**config.mk**
```make
export PLATFORM = sky130hd
export DESIGN_NAME = inst_fetch_unit
export DESIGN_NICKNAME = d
export VERILOG_FILES = /design/src/rtl/inst_fetch_unit.sv
export SDC_FILE = /design/constraint.sdc
export NUM_CORES = 1
export LEC_CHECK = 0
export ABC_AREA = 1
export CAP_MARGIN = 0
export CORE_UTILIZATION = 53
export DETAILED_ROUTE_END_ITERATION = 8
export PLACE_DENSITY = 0.8
export SYNTH_ARGS = -nofsm -noshare
export SYNTH_HDL_FRONTEND = slang
export SYNTH_SLANG_ARGS = --single-unit
export TNS_END_PERCENT = 5
```
**constraint.sdc**
```tcl
create_clock -name clk -period 5.7 [get_ports clk]
set_input_delay 1.14 -clock clk [delete_from_list [all_inputs] [get_ports clk]]
set_output_delay 1.14 -clock clk [all_outputs]
set_load 0.01 [all_outputs]
```
**src/rtl/inst_fetch_unit.sv**
```systemverilog
// Instruction fetch initiator: owns the PC, reads the combinational ROM and queues {pc, inst} for decode.
// Optional macro FETCH_ALIGN_CHK_EN: misaligned redirect targets halt fetch and raise fetch_adel_o.
module inst_fetch_unit #(
   parameter logic [31:0] RESET_PC = 32'h0000_0000,
   parameter int unsigned DEPTH    = 2
) (
   input  logic        clk,
   input  logic        rst,
   output logic        rom_ce,
   output logic [31:0] rom_addr,
   input  logic [31:0] rom_inst,
   input  logic        br_flag_i,
   input  logic [31:0] br_target_i,
   input  logic        flush_i,
   input  logic [31:0] new_pc_i,
   output logic        id_valid_o,
   input  logic        id_ready_i,
   output logic [31:0] id_pc_o,
   output logic [31:0] id_inst_o,
   output logic        fetch_adel_o
);

   localparam int unsigned AW = (DEPTH > 1) ? $clog2(DEPTH) : 1;
   localparam int unsigned CW = AW + 1;

   typedef enum logic [1:0] {
      S_RESET = 2'd0,
      S_RUN   = 2'd1,
      S_HALT  = 2'd2
   } state_t;

   state_t         state, state_d;
   logic [31:0]    pc, pc_d;
   logic [AW-1:0]  head, head_d, tail, tail_d;
   logic [CW-1:0]  count, count_d;
   logic [31:0]    buf_pc   [DEPTH];
   logic [31:0]    buf_inst [DEPTH];
   logic           rom_ce_d, adel_d, id_valid_d;
   logic [31:0]    id_pc_d, id_inst_d;
   logic           br_take, redirect, misalign, push, pop;
   logic [31:0]    tgt, tgt_pc;

   assign rom_addr = pc;

   // Redirect arbitration (flush beats branch; branches ignored while halted) and handshake terms.
   always_comb begin
      br_take  = br_flag_i && !flush_i && (state != S_HALT);
      redirect = flush_i || br_take;
      tgt      = flush_i ? new_pc_i : br_target_i;
`ifdef FETCH_ALIGN_CHK_EN
      misalign = redirect && (tgt[1:0] != 2'b00);
      tgt_pc   = tgt;
`else
      misalign = 1'b0;
      tgt_pc   = tgt & ~32'h0000_0003;
`endif
      pop  = id_valid_o && id_ready_i;
      push = rom_ce && !redirect && ((count < CW'(DEPTH)) || pop);
   end

   always_ff @(posedge clk) begin
      if (rst) state <= S_RESET;
      else     state <= state_d;
   end

   always_comb begin
      state_d = state;
      case (state)
         S_RESET: state_d = S_RUN;
         S_RUN:   state_d = S_RUN;
         S_HALT:  state_d = S_HALT;
         default: state_d = S_RESET;
      endcase
      if (redirect) state_d = misalign ? S_HALT : S_RUN;
   end

   // Next values for PC, buffer pointers and the registered decode-side view.
   always_comb begin
      pc_d     = pc;
      head_d   = head;
      tail_d   = tail;
      count_d  = count;
      rom_ce_d = (state_d == S_RUN);
      adel_d   = fetch_adel_o;
      if (redirect) begin
         pc_d    = tgt_pc;
         head_d  = '0;
         tail_d  = '0;
         count_d = '0;
         adel_d  = misalign;
      end else begin
         if (push) begin
            pc_d   = pc + 32'd4;
            tail_d = tail + AW'(1);
         end
         if (pop) head_d = head + AW'(1);
         if (push && !pop)      count_d = count + CW'(1);
         else if (pop && !push) count_d = count - CW'(1);
      end
      id_valid_d = (count_d != '0);
      id_pc_d    = id_pc_o;
      id_inst_d  = id_inst_o;
      if (id_valid_d) begin
         // The new head may be the word being written this very cycle.
         if (push && (tail == head_d)) begin
            id_pc_d   = pc;
            id_inst_d = rom_inst;
         end else begin
            id_pc_d   = buf_pc[head_d];
            id_inst_d = buf_inst[head_d];
         end
      end
   end

   always_ff @(posedge clk) begin
      if (rst) begin
         pc           <= RESET_PC;
         head         <= '0;
         tail         <= '0;
         count        <= '0;
         rom_ce       <= 1'b0;
         fetch_adel_o <= 1'b0;
         id_valid_o   <= 1'b0;
         id_pc_o      <= '0;
         id_inst_o    <= '0;
      end else begin
         pc           <= pc_d;
         head         <= head_d;
         tail         <= tail_d;
         count        <= count_d;
         rom_ce       <= rom_ce_d;
         fetch_adel_o <= adel_d;
         id_valid_o   <= id_valid_d;
         id_pc_o      <= id_pc_d;
         id_inst_o    <= id_inst_d;
      end
   end

   always_ff @(posedge clk) begin
      if (push) begin
         buf_pc[tail]   <= pc;
         buf_inst[tail] <= rom_inst;
      end
   end

endmodule

```
==> results.py <==
metrics = {
    "die": {
        "die_area_mm2": 0.02119,
        "die_y_um": 145.6,
        "rows": 52,
        "ios": 200,
        "coreArea_mm2": 0.02023,
        "die_w_um": 145.6,
        "initial_core_util_pct": 53.99,
    },
    "clocking": {
        "numCtsBuffers": 24,
        "clk_path_buf_depth": 3,
        "cts_hold_buf": 0,
        "clock-sinks": 224,
        "cts_root_buffer": "clkbuf_16",
        "htreeDepth": 1,
        "cts_tree": "done",
        "ctsResizeCount": 0,
        "post-cts-setup-buffers": 0,
        "clk_pin_slew_worst_paths_ns": 0.06,
        "insertion_delay_ns": 0.51,
    },
    "sta": {
        "finalClockSkew_ns": 0.009763,
        "whs_ns": 0.5349,
        "fin_crit_sh_pct": 81.71,
        "setup_slack_ns": 1.042,
        "tns_ns": 0,
        "tightestPinTransition_ns": 1.045,
        "drv_slew": 0,
        "min_period_ns": 4.658,
        "max_slew_margin_pct": 30.25,
        "rsz0062_at_grt": "false",
        "max_freq_mhz": 214.7,
        "finalHoldViolCount": 0,
        "setup_viol": 0,
    },
    "route": {
        "via_per_inst": 5.431,
        "met3WireLength_um": 2452,
        "wire_per_inst_um": 16.05,
        "drc": 0,
        "wl_met1_um": 11770,
        "first_pass_iters": 5,
        "drt_iter0_markers": 773,
        "routed_wl_um": 29440,
        "via_count": 9965,
        "ant_nets": 0,
        "top_layer": "met4",
        "wl_met2_um": 14180,
    },
    "global_routing": {
        "antenna_found_initial": 0,
        "grt_max_degree": 87,
        "grt_pass1_vias": 9203,
        "overflow": 0,
        "grt_usage_pct": 27.61,
        "grt_pass1_wl_um": 47040,
    },
    "cells_and_area": {
        "synthToLayoutAreaGrowth_pct": 25.72,
        "layout.nets": 1650,
        "fin_util_pct": 67.88,
        "layout_common_cells": "nand2_1 (458), nand3_1 (198), clkdlybuf4s50_1 (190), edfxtp_1 (124), nor2_1 (121)",
        "mostFrequentLayoutCell": "nand2_1",
        "drive_gt1_share_pct": 4.409,
        "num_antenna_cells": 0,
    },
    "min_path": {
        "whs_path_depth": 4,
        "worstHoldEndpoint": "id_pc_o[19]",
        "hold_path.class": "flip-flop to flip-flop",
        "min-delay-start": "id_pc_o[19]",
    },
    "worst_setup_path": {
        "cp_cell_sequence": "clkdlybuf4s50_1, buf_4, inv_2, nand2_2, clkinv_2, nand2_2, nand2_1, nand2_2, nand2_4, nand2_1, nand2_1, a21oi_1, nor2_1",
        "startpoint_type": "input port",
        "endpoint_kind": "flip-flop",
        "rrSetupSlack_ns": 1.94,
        "cp_max_fo": 62,
        "r2r_cells": 13,
        "critical_path_arrival_ns": 5.06,
        "path_delay_family": "simple AND/OR/NAND/NOR gates",
        "worstReg2RegStart": "state[0]",
        "worst_path_largest_cell_delay_ns": 0.63,
        "required_ns": 6.10,
        "cpMaxStageDelayCell": "nand2_4",
        "regToRegEndpoint": "id_inst_o[5]",
        "criticalPathCategory": "input port to flip-flop",
        "cp_num_buf_inv": 4,
    },
    "synthesis": {
        "syn_area_mm2": 0.01093,
        "syn_inst": 1407,
        "yosysTopAreaCell": "edfxtp_1",
        "synth-seq-area-share_pct": 52.40,
        "avgSynthCellArea_um2": 7.765,
        "synth_cell_types": 35,
        "synth_warnings": 0,
        "synth_seq_cells": 224,
        "synth_compound_area_share_pct": 7.913,
        "synth_mux_area_share_pct": 0.09162,
        "synth-xor-area-share_pct": 1.535,
        "synth_top_family_by_area": "simple AND/OR/NAND/NOR gates",
        "synth-simple-area-share_pct": 30.84,
        "synthAdderAreaFrac_pct": 0.1145,
        "ys_top_cells_by_area": "edfxtp_1 (34%), dfxtp_1 (18%), nand2_1 (16%)",
        "yosys.area.top_type_share_pct": 34.08,
    },
    "job": {
        "maxCapViolCount": 0,
    },
    "status": {
        "outcome": "finished, final reports clean",
    },
    "placed_design": {
        "dp_hpwl_um": 18170,
        "preCtsSetupSlack_ns": 0.5868,
        "gp_congestion": 0.9459,
        "port_buffers": 190,
    },
    "pwr": {
        "peakVddDrop_mv": 0.2101,
        "power_leakage_nw": 5.772,
        "powerDensity_mw_per_mm2": 275.6,
    },
}
==> where the power goes <==
| part | switching (W) | internal (W) |
|---|---|---|
| logic | 0.000207 | 0.000184 |
| clock network | 0.000618 | 0.000958 |
| registers | 0.0000599 | 0.00176 |
==> per-layer routing <==
| metal | GRT usage [%] | up-vias |
|---|---|---|
| met4 | 10.68 | 0 |
| met5 | 0 | - |
| met1 | 35.06 | 4559 |
| met3 | 4.922 | 73 |
| met2 | 47.00 | 450 |
| li1 | - | 4883 |
==> worst max-delay path by stage <==
stage / from / to / slack, ns / cells past startpoint
after floorplan: id_ready_i / buf_inst[0][0] / 0.75 / 7
after global placement: flush_i / id_inst_o[22] / 0.59 / 13
after detailed placement: flush_i / id_pc_o[8] / 0.59 / 13
after CTS: flush_i / id_pc_o[9] / 1.10 / 13
after global routing: flush_i / id_pc_o[3] / 0.77 / 13
final: flush_i / id_inst_o[5] / 1.04 / 13
==> area by class of cell <==
type,count,area (µm²)
Timing Repair Buffer,207,2042
Multi-Input combinational cell,997,4473
Sequential cell,224,5725
Inverter,94,354.1
Clock buffer,36,718.2
Tap cell,270,337.8
Fill cell,1650,6499
Clock inverter,7,85.08
==> cells in the mapped netlist (all sizes together) <==
cell type / n
a211oi: 5
a21boi: 1
a21oi: 112
a31oi: 7
a32o: 1
buf: 48
clkbuf: 48
conb: 1
dfxtp: 100
edfxtp: 124
ha: 1
inv: 94
mux2i: 1
nand2: 465
nand3: 200
nand3b: 2
nand4: 5
nor2: 124
nor3: 11
o211a: 1
o211ai: 1
o21a: 1
o21ai: 36
or2: 1
xnor2: 6
xor2: 11
==> flip-flops by register name, summed over array words and instances (netlist names) <==
name        count
count           2
id_inst_o      32
head            1
buf_pc         60
state           2
rom_ce          1
id_pc_o        30
tail            1
rom_addr       30
buf_inst       64
id_valid_o      1
==> worst reg2reg max path, cell delays in order, from the launching register on <==
cell and delay, ns:
dfxtp_1 0.31, inv_1 0.03, nand2_1 0.11, nand2_4 0.14, nand2_2 0.40, clkinv_2 0.60
nand2_2 0.21, nand2_1 0.08, nand2_2 0.55, nand2_4 0.64, nand2_1 0.25, nand2_1 0.08
a21oi_1 0.17, nor2_1 0.07
==> through the flow <==
| step | area [µm²] | total power (W) | std cells |
|---|---|---|---|
| after floorplan | 10940 | 0.002035 | 1411 |
| after global placement | 12930 | 0.002230 | 1792 |
| after detailed placement | 12930 | 0.002239 | 1792 |
| after CTS | 13740 | 0.003806 | 1835 |
| after global routing | 13740 | 0.003918 | 1835 |
| final | 13740 | 0.003785 | 1835 |
==> cell families (layout without fill, tap and decap cells) <==
| kind of cell | Yosys count | in the layout |
|---|---|---|
| buf+inv | 190 | 344 |
| other cells | 1 | 5 |
| flops | 224 | 224 |
| compound gates | 165 | 165 |
| fa+ha+maj | 1 | 1 |
| simple gates | 808 | 808 |
| mux | 1 | 1 |
| xor+xnor | 17 | 17 |
No activity file was read; power rests on OpenSTA's default activity.
